<file path="src/rtl/uart_pkg.sv">
// UART shared definitions: receiver states, oversampling
// constants and the 3-sample majority vote.
package uart_pkg;

  localparam int OVERSAMPLE    = 16;
  localparam int SAMPLE_LO     = 7;
  localparam int SAMPLE_MID    = 8;
  localparam int SAMPLE_HI     = 9;
  localparam int DEF_DATA_BITS = 8;

  typedef enum logic [2:0] {
    IDLE,
    START,
    DATA,
    STOP,
    BRK
  } rx_state_t;

  function automatic logic maj3(
    input logic a,
    input logic b,
    input logic c
  );
    return (a & b) | (a & c) | (b & c);
  endfunction

endpackage

</file>
<file path="src/rtl/uart_baud_tick.sv">
// Oversample tick divider: one-cycle tick every TICK_DIV clocks,
// re-phased by a synchronous clear.
module uart_baud_tick #(
  parameter int TICK_DIV = 54
) (
  input  logic clk,
  input  logic rst,
  input  logic clr,
  output logic tick
);

  localparam int W = $clog2(TICK_DIV);
  localparam logic [W-1:0] LAST = W'(TICK_DIV - 1);

  logic [W-1:0] cnt_q;
  logic [W-1:0] cnt_d;

  // Wrap at LAST; clr restarts the count so ticks align to it.
  always_comb begin
    cnt_d = cnt_q + W'(1);
    if (clr || cnt_q == LAST) begin
      cnt_d = '0;
    end
  end

  // Divider state.
  always_ff @(posedge clk or negedge rst) begin
    if (!rst) begin
      cnt_q <= '0;
    end else begin
      cnt_q <= cnt_d;
    end
  end

  assign tick = (cnt_q == LAST) && !clr;

endmodule

</file>
<file path="src/rtl/uart_rx_oversample.sv">
// 16x oversampling 8N1 UART receiver feeding a FIFO write port,
// with majority voting, false-start, framing, overrun and break handling.
module uart_rx_oversample
  import uart_pkg::*;
#(
  parameter int TICK_DIV  = 54,
  parameter int DATA_BITS = DEF_DATA_BITS
) (
  input  logic                 clk,
  input  logic                 rst,
  input  logic                 din,
  output logic [DATA_BITS-1:0] dout,
  output logic                 we,
  input  logic                 full,
  output logic                 frame_err,
  output logic                 overrun,
  output logic                 busy
);

  localparam int BW = $clog2(DATA_BITS);
  localparam logic [BW-1:0] LAST_BIT = BW'(DATA_BITS - 1);
  localparam logic [3:0] S_LO  = 4'(SAMPLE_LO);
  localparam logic [3:0] S_MID = 4'(SAMPLE_MID);
  localparam logic [3:0] S_HI  = 4'(SAMPLE_HI);
  localparam logic [3:0] S_END = 4'(OVERSAMPLE - 1);

  logic                 sync_q;
  logic                 din_s_q;
  logic                 dly_q;
  rx_state_t            state_q;
  logic [3:0]           samp_q;
  logic [BW-1:0]        bit_q;
  logic [DATA_BITS-1:0] shift_q;
  logic [DATA_BITS-1:0] dout_q;
  logic                 s7_q;
  logic                 s8_q;
  logic                 we_q;
  logic                 fe_q;
  logic                 ov_q;
  logic                 busy_q;

  logic tick;
  logic fall;
  logic clr;
  logic maj;
  logic at_hi;
  logic at_end;

  assign fall   = dly_q & ~din_s_q;
  assign clr    = (state_q == IDLE) && fall;
  assign maj    = maj3(s7_q, s8_q, din_s_q);
  assign at_hi  = tick && (samp_q == S_HI);
  assign at_end = tick && (samp_q == S_END);

  uart_baud_tick #(
    .TICK_DIV(TICK_DIV)
  ) u_tick (
    .clk (clk),
    .rst (rst),
    .clr (clr),
    .tick(tick)
  );

  // Two-flop synchroniser plus delayed copy for edge detection.
  always_ff @(posedge clk or negedge rst) begin
    if (!rst) begin
      sync_q  <= 1'b1;
      din_s_q <= 1'b1;
      dly_q   <= 1'b1;
    end else begin
      sync_q  <= din;
      din_s_q <= sync_q;
      dly_q   <= din_s_q;
    end
  end

  // Frame sequencer with registered strobes.
  always_ff @(posedge clk or negedge rst) begin
    if (!rst) begin
      state_q <= IDLE;
      samp_q  <= '0;
      bit_q   <= '0;
      shift_q <= '0;
      dout_q  <= '0;
      s7_q    <= 1'b1;
      s8_q    <= 1'b1;
      we_q    <= 1'b0;
      fe_q    <= 1'b0;
      ov_q    <= 1'b0;
      busy_q  <= 1'b0;
    end else begin
      we_q <= 1'b0;
      fe_q <= 1'b0;
      ov_q <= 1'b0;
      if (state_q != IDLE && state_q != BRK && tick) begin
        samp_q <= samp_q + 4'd1;
        if (samp_q == S_LO) s7_q <= din_s_q;
        if (samp_q == S_MID) s8_q <= din_s_q;
      end
      unique case (state_q)
        IDLE: begin
          if (fall) begin
            state_q <= START;
            samp_q  <= '0;
            busy_q  <= 1'b1;
          end
        end
        START: begin
          if (at_hi && maj) begin
            state_q <= IDLE;
            busy_q  <= 1'b0;
          end else if (at_end) begin
            state_q <= DATA;
            bit_q   <= '0;
          end
        end
        DATA: begin
          if (at_hi) begin
            shift_q <= {maj, shift_q[DATA_BITS-1:1]};
          end
          if (at_end) begin
            if (bit_q == LAST_BIT) begin
              state_q <= STOP;
            end else begin
              bit_q <= bit_q + BW'(1);
            end
          end
        end
        STOP: begin
          if (at_hi) begin
            if (!maj) begin
              fe_q    <= 1'b1;
              state_q <= BRK;
            end else begin
              if (full) begin
                ov_q <= 1'b1;
              end else begin
                we_q   <= 1'b1;
                dout_q <= shift_q;
              end
              state_q <= IDLE;
              busy_q  <= 1'b0;
            end
          end
        end
        BRK: begin
          if (din_s_q) begin
            state_q <= IDLE;
            busy_q  <= 1'b0;
          end
        end
        default: begin
          state_q <= IDLE;
          busy_q  <= 1'b0;
        end
      endcase
    end
  end

  assign dout      = dout_q;
  assign we        = we_q;
  assign frame_err = fe_q;
  assign overrun   = ov_q;
  assign busy      = busy_q;

endmodule

</file>
<file path="config.mk">
export PLATFORM = sky130hd
export DESIGN_NAME = uart_rx_oversample
export DESIGN_NICKNAME = d
export VERILOG_FILES = /design/src/rtl/uart_pkg.sv /design/src/rtl/uart_baud_tick.sv /design/src/rtl/uart_rx_oversample.sv
export SDC_FILE = /design/constraint.sdc
export NUM_CORES = 1
export LEC_CHECK = 0
export CAP_MARGIN = 20
export CORE_AREA = 2 2 68 70
export DETAILED_ROUTE_END_ITERATION = 16
export DIE_AREA = 0 0 70 72
export DONT_BUFFER_PORTS = 1
export SLEW_MARGIN = 20
export SYNTH_ARGS = -nofsm -noshare
export SYNTH_HDL_FRONTEND = slang
export SYNTH_HIERARCHICAL = 1
export SYNTH_SLANG_ARGS = --single-unit
</file>
<file path="constraint.sdc">
create_clock -name clk -period 5.4 [get_ports clk]
set_input_delay 0.54 -clock clk [delete_from_list [all_inputs] [get_ports clk]]
set_output_delay 0.54 -clock clk [all_outputs]
set_load 0.02 [all_outputs]
</file>
==> results by group <==
Outcome
  – Status: finished, final reports clean

Floorplanning
  – Rows: 24
  – Die height: between 70 and 80 um
  – IO Pins: 16
  – Chip Width: approximately 70 um
  – Core area: between 4000 and 5000 um2
  – Starting Density: a little over two fifths
  – DIE AREA: just over 5000 um2

Setup path
  – R2R Path Start: state_q[0]
  – Worst R2R Path Depth: 8
  – Critical R2R Capture: dout[1]
  – CP required: between 5 and 6 ns
  – WP data arrival: between 2 and 3 ns
  – Crit-path max FO: 11
  – Reg2Reg Setup Slack: around 2.7 ns
  – CP Launch Type: flop
  – Crit path kind: reg2reg
  – Crit. End Element: flop

Power and ir drop
  – Worst VDD drop: around 0.23 mV
  – Seq pwr share: 57.4%
  – Sw frac: between 20% and 30%
  – Pleak: a little over 0.9 nW
  – P_sw: around 0.18 mW
  – Total power: roughly 0.63 mW
  – Clock share of power: ~31%
  – Pwr dens: 314 nW/um2
  – Internal power: roughly 0.46 mW
  – Logic pwr share: between 10% and 20%

Cells and area
  – Most frequent cells in the layout: 36 x dfrtp_1, 21 x mux2_2, 18 x nor2_1
  – Proportion of layout cells with a drive suffix above 1: 25.3%
  – Most common cell after layout, fill and taps aside: dfrtp_1
  – Ant. Diodes: 0
  – Layout Nets: 172
  – Area delta synth->final: 7.88%
  – Finished Cell Area: between 2000 and 2500 um2
  – Core Util, Final: a little under half
  – Final non-filler cell total: roughly 210

Yosys
  – Netlist cell types: 38
  – Synth Area in XOR/XNOR: 2.34%
  – Synthesized area: 1870 um2
  – Mux cell area share after synthesis: 12.6%
  – Post-synthesis adder-cell area fraction: 5.21%
  – Cells after synthesis: 157
  – Flops & latches, synth: ~40
  – Net Count, Synth: roughly 170
  – Post-synthesis simple-gate area fraction: 15.8%
  – Synth Area in Compound Gates: under 10%
  – Sequential fraction of the synthesis area: ~55%
  – Ys Warns: 6
  – Synthesized area per cell: roughly 12 um2
  – Main combinational cell family by area after synthesis: simple AND/OR/NAND/NOR gates

Placed design
  – Number of buffers added on ports: 0
  – Detailed placement HPWL: between 2000 and 2500 um
  – Final RePlAce weighted congestion: 0.850
  – Setup Slack @ Placement: roughly 2.7 ns
  – Area of placed instances: roughly 1900 um2
  – # placed instances: slightly above 200

Drt
  – Vias: roughly 1200
  – Initial DRC count: between 100 and 150
  – ANT nets after route: 0
  – DR pass1 iterations: 4
  – Via density: around 5.5
  – Drc violations: 0
  – Wirelength per Cell: between 10 and 15 um
  – Routed wire length: ~3200 um

Clocking
  – CTS Buf Count: 5
  – CTS Root Cell: clkbuf_8
  – # resized after CTS: 0
  – Clock buffer depth: 2
  – CTS H-tree depth: 2
  – CTS clk-pin slew, worst paths: ~0.08 ns
  – Worst-Skew Late Latency: 0.30 ns
  – Clk sink count: 41
  – Hold Buf Count CTS: 1
  – CTS tree: built
  – Setup bufs post-CTS: 0

Flow run
  – Max cap viols: 0

Global routing
  – Global-route wire length before repair: between 5000 and 6000 um
  – GRT Util Overall: between 10 and 15%
  – Number of global-route vias before repair: between 1000 and 1500
  – Largest net degree at the start of global routing: 37
  – Initial antenna violation count: 0
  – Gr ovfl total: 0

Timing
  – Final setup viols: 0
  – Hold Fails Final Rpt: 0
  – Setup WS post-layout: roughly 2.7 ns
  – Fmax: 0.365 GHz
  – Min Hold Slack: a little over 0.06 ns
  – Fin crit period: 2.74 ns
  – Fin Setup TNS: 0 ns
  – Final Max Slew Viols: 0
  – Max-slew headroom: 68.5%
  – Setup Skew: 0.00255 ns
  – Measured slew at the worst slew-check pin: roughly 0.47 ns
  – Tcrit/Tclk final: 50.8%
  – RSZ-0062 raised after global routing: false

Hold path
  – Worst Hold Class: in2async
-- worst max-delay path: stages (launching register included) --
cell      delay (ns)
dfrtp_1         0.58
nor2_1          0.17
nand3b_1        0.14
nor2_1          0.11
nor2_1          0.35
and4b_1         0.32
nand4_4         0.15
nor3_4          0.42
mux2_2          0.39
-- worst max path at each step --
stage | startpoint | endpoint | slack, ns | cells after the start
3_3_place_gp | state_q[0] | dout[0] | 2.86 | 8
6_report | state_q[0] | dout[1] | 2.66 | 8
3_5_place_dp | state_q[0] | dout[3] | 2.72 | 8
5_1_grt | state_q[0] | dout[1] | 2.43 | 8
4_1_cts | state_q[0] | dout[1] | 2.71 | 8
2_1_floorplan | state_q[0] | dout[0] | 2.96 | 9
-- power groups by stage --
stage / Sequential, mW / Clock, mW / Combinational, mW
final: 0.364 / 0.196 / 0.0744
after global routing: 0.369 / 0.215 / 0.0869
after CTS: 0.364 / 0.203 / 0.0766
after detailed placement: 0.370 / 0 / 0.0693
after global placement: 0.368 / 0 / 0.0656
after floorplan: 0.362 / 0 / 0.0605
-- area by class of cell --
| cell class | instances | area, um2 |
|---|---|---|
| Timing Repair Buffer | 1 | 20.0 |
| Clock inverter | 3 | 17.5 |
| Fill cell | 391 | 2240 |
| Multi-Input combinational cell | 106 | 796 |
| Inverter | 6 | 22.5 |
| Sequential cell | 41 | 1030 |
| Tap cell | 52 | 65.1 |
| Clock buffer | 5 | 68.8 |
-- synth_stat cells --
cell type   n  area, um2
dfrtp_1    36        901
mux2_2     21        236
nor2_1     18       67.6
nand2_1    10       37.5
a21oi_1     7       35.0
ha_1        7       87.6
inv_1       6       22.5
dfstp_2     5        131
o21ai_0     5       25.0
nor3_1      4       20.0
xor2_1      4       35.0
nand4_1     3       18.8
clkbuf_1    2       7.51
nand3_1     2       10.0
nand3b_1    2       15.0
nor2b_1     2       12.5
o21a_1      2       15.0
a21oi_2     1       8.76
a221o_1     1       10.0
a41o_2      1       11.3
a41oi_1     1       8.76
and3_1      1       6.26
and4b_1     1       10.0
buf_2       1       5.00
buf_6       1       11.3
maj3_1      1       10.0
nand2b_1    1       6.26
nand3_2     1       10.0
nand4_4     1       21.3
nand4b_1    1       8.76
nor2_2      1       6.26
nor3_4      1       16.3
nor3b_1     1       7.51
nor4_1      1       6.26
nor4b_1     1       8.76
o2bb2ai_1   1       8.76
or3_1       1       6.26
xnor2_1     1       8.76
-- per-layer routing --
metal	share of wire (%)	track usage, %	vias to the layer above
met2	48	21.5	28
li1	-	-	563
met4	1.5	7.05	0
met3	4.9	3.89	5
met5	0	0	-
met1	46	18.8	582
-- flip-flops by register name, summed over array words and instances, names as in the netlist, 3 cells and up --
name,cells
dout,8
samp_q,4
state_q,3
bit_q,3
u_tick/cnt_q,6
shift_q,8
-- cells by family (layout without fill, tap and decap cells) --
group,Yosys count,after routing
AO/OA/AOI/OAI,19,19
XOR/XNOR,5,5
multiplexers,21,21
adder cells (fa/ha/maj),8,8
buffers and inverters,10,15
AND/OR/NAND/NOR,53,53
flip-flops,41,41
Power figures use the tool's default switching activity.
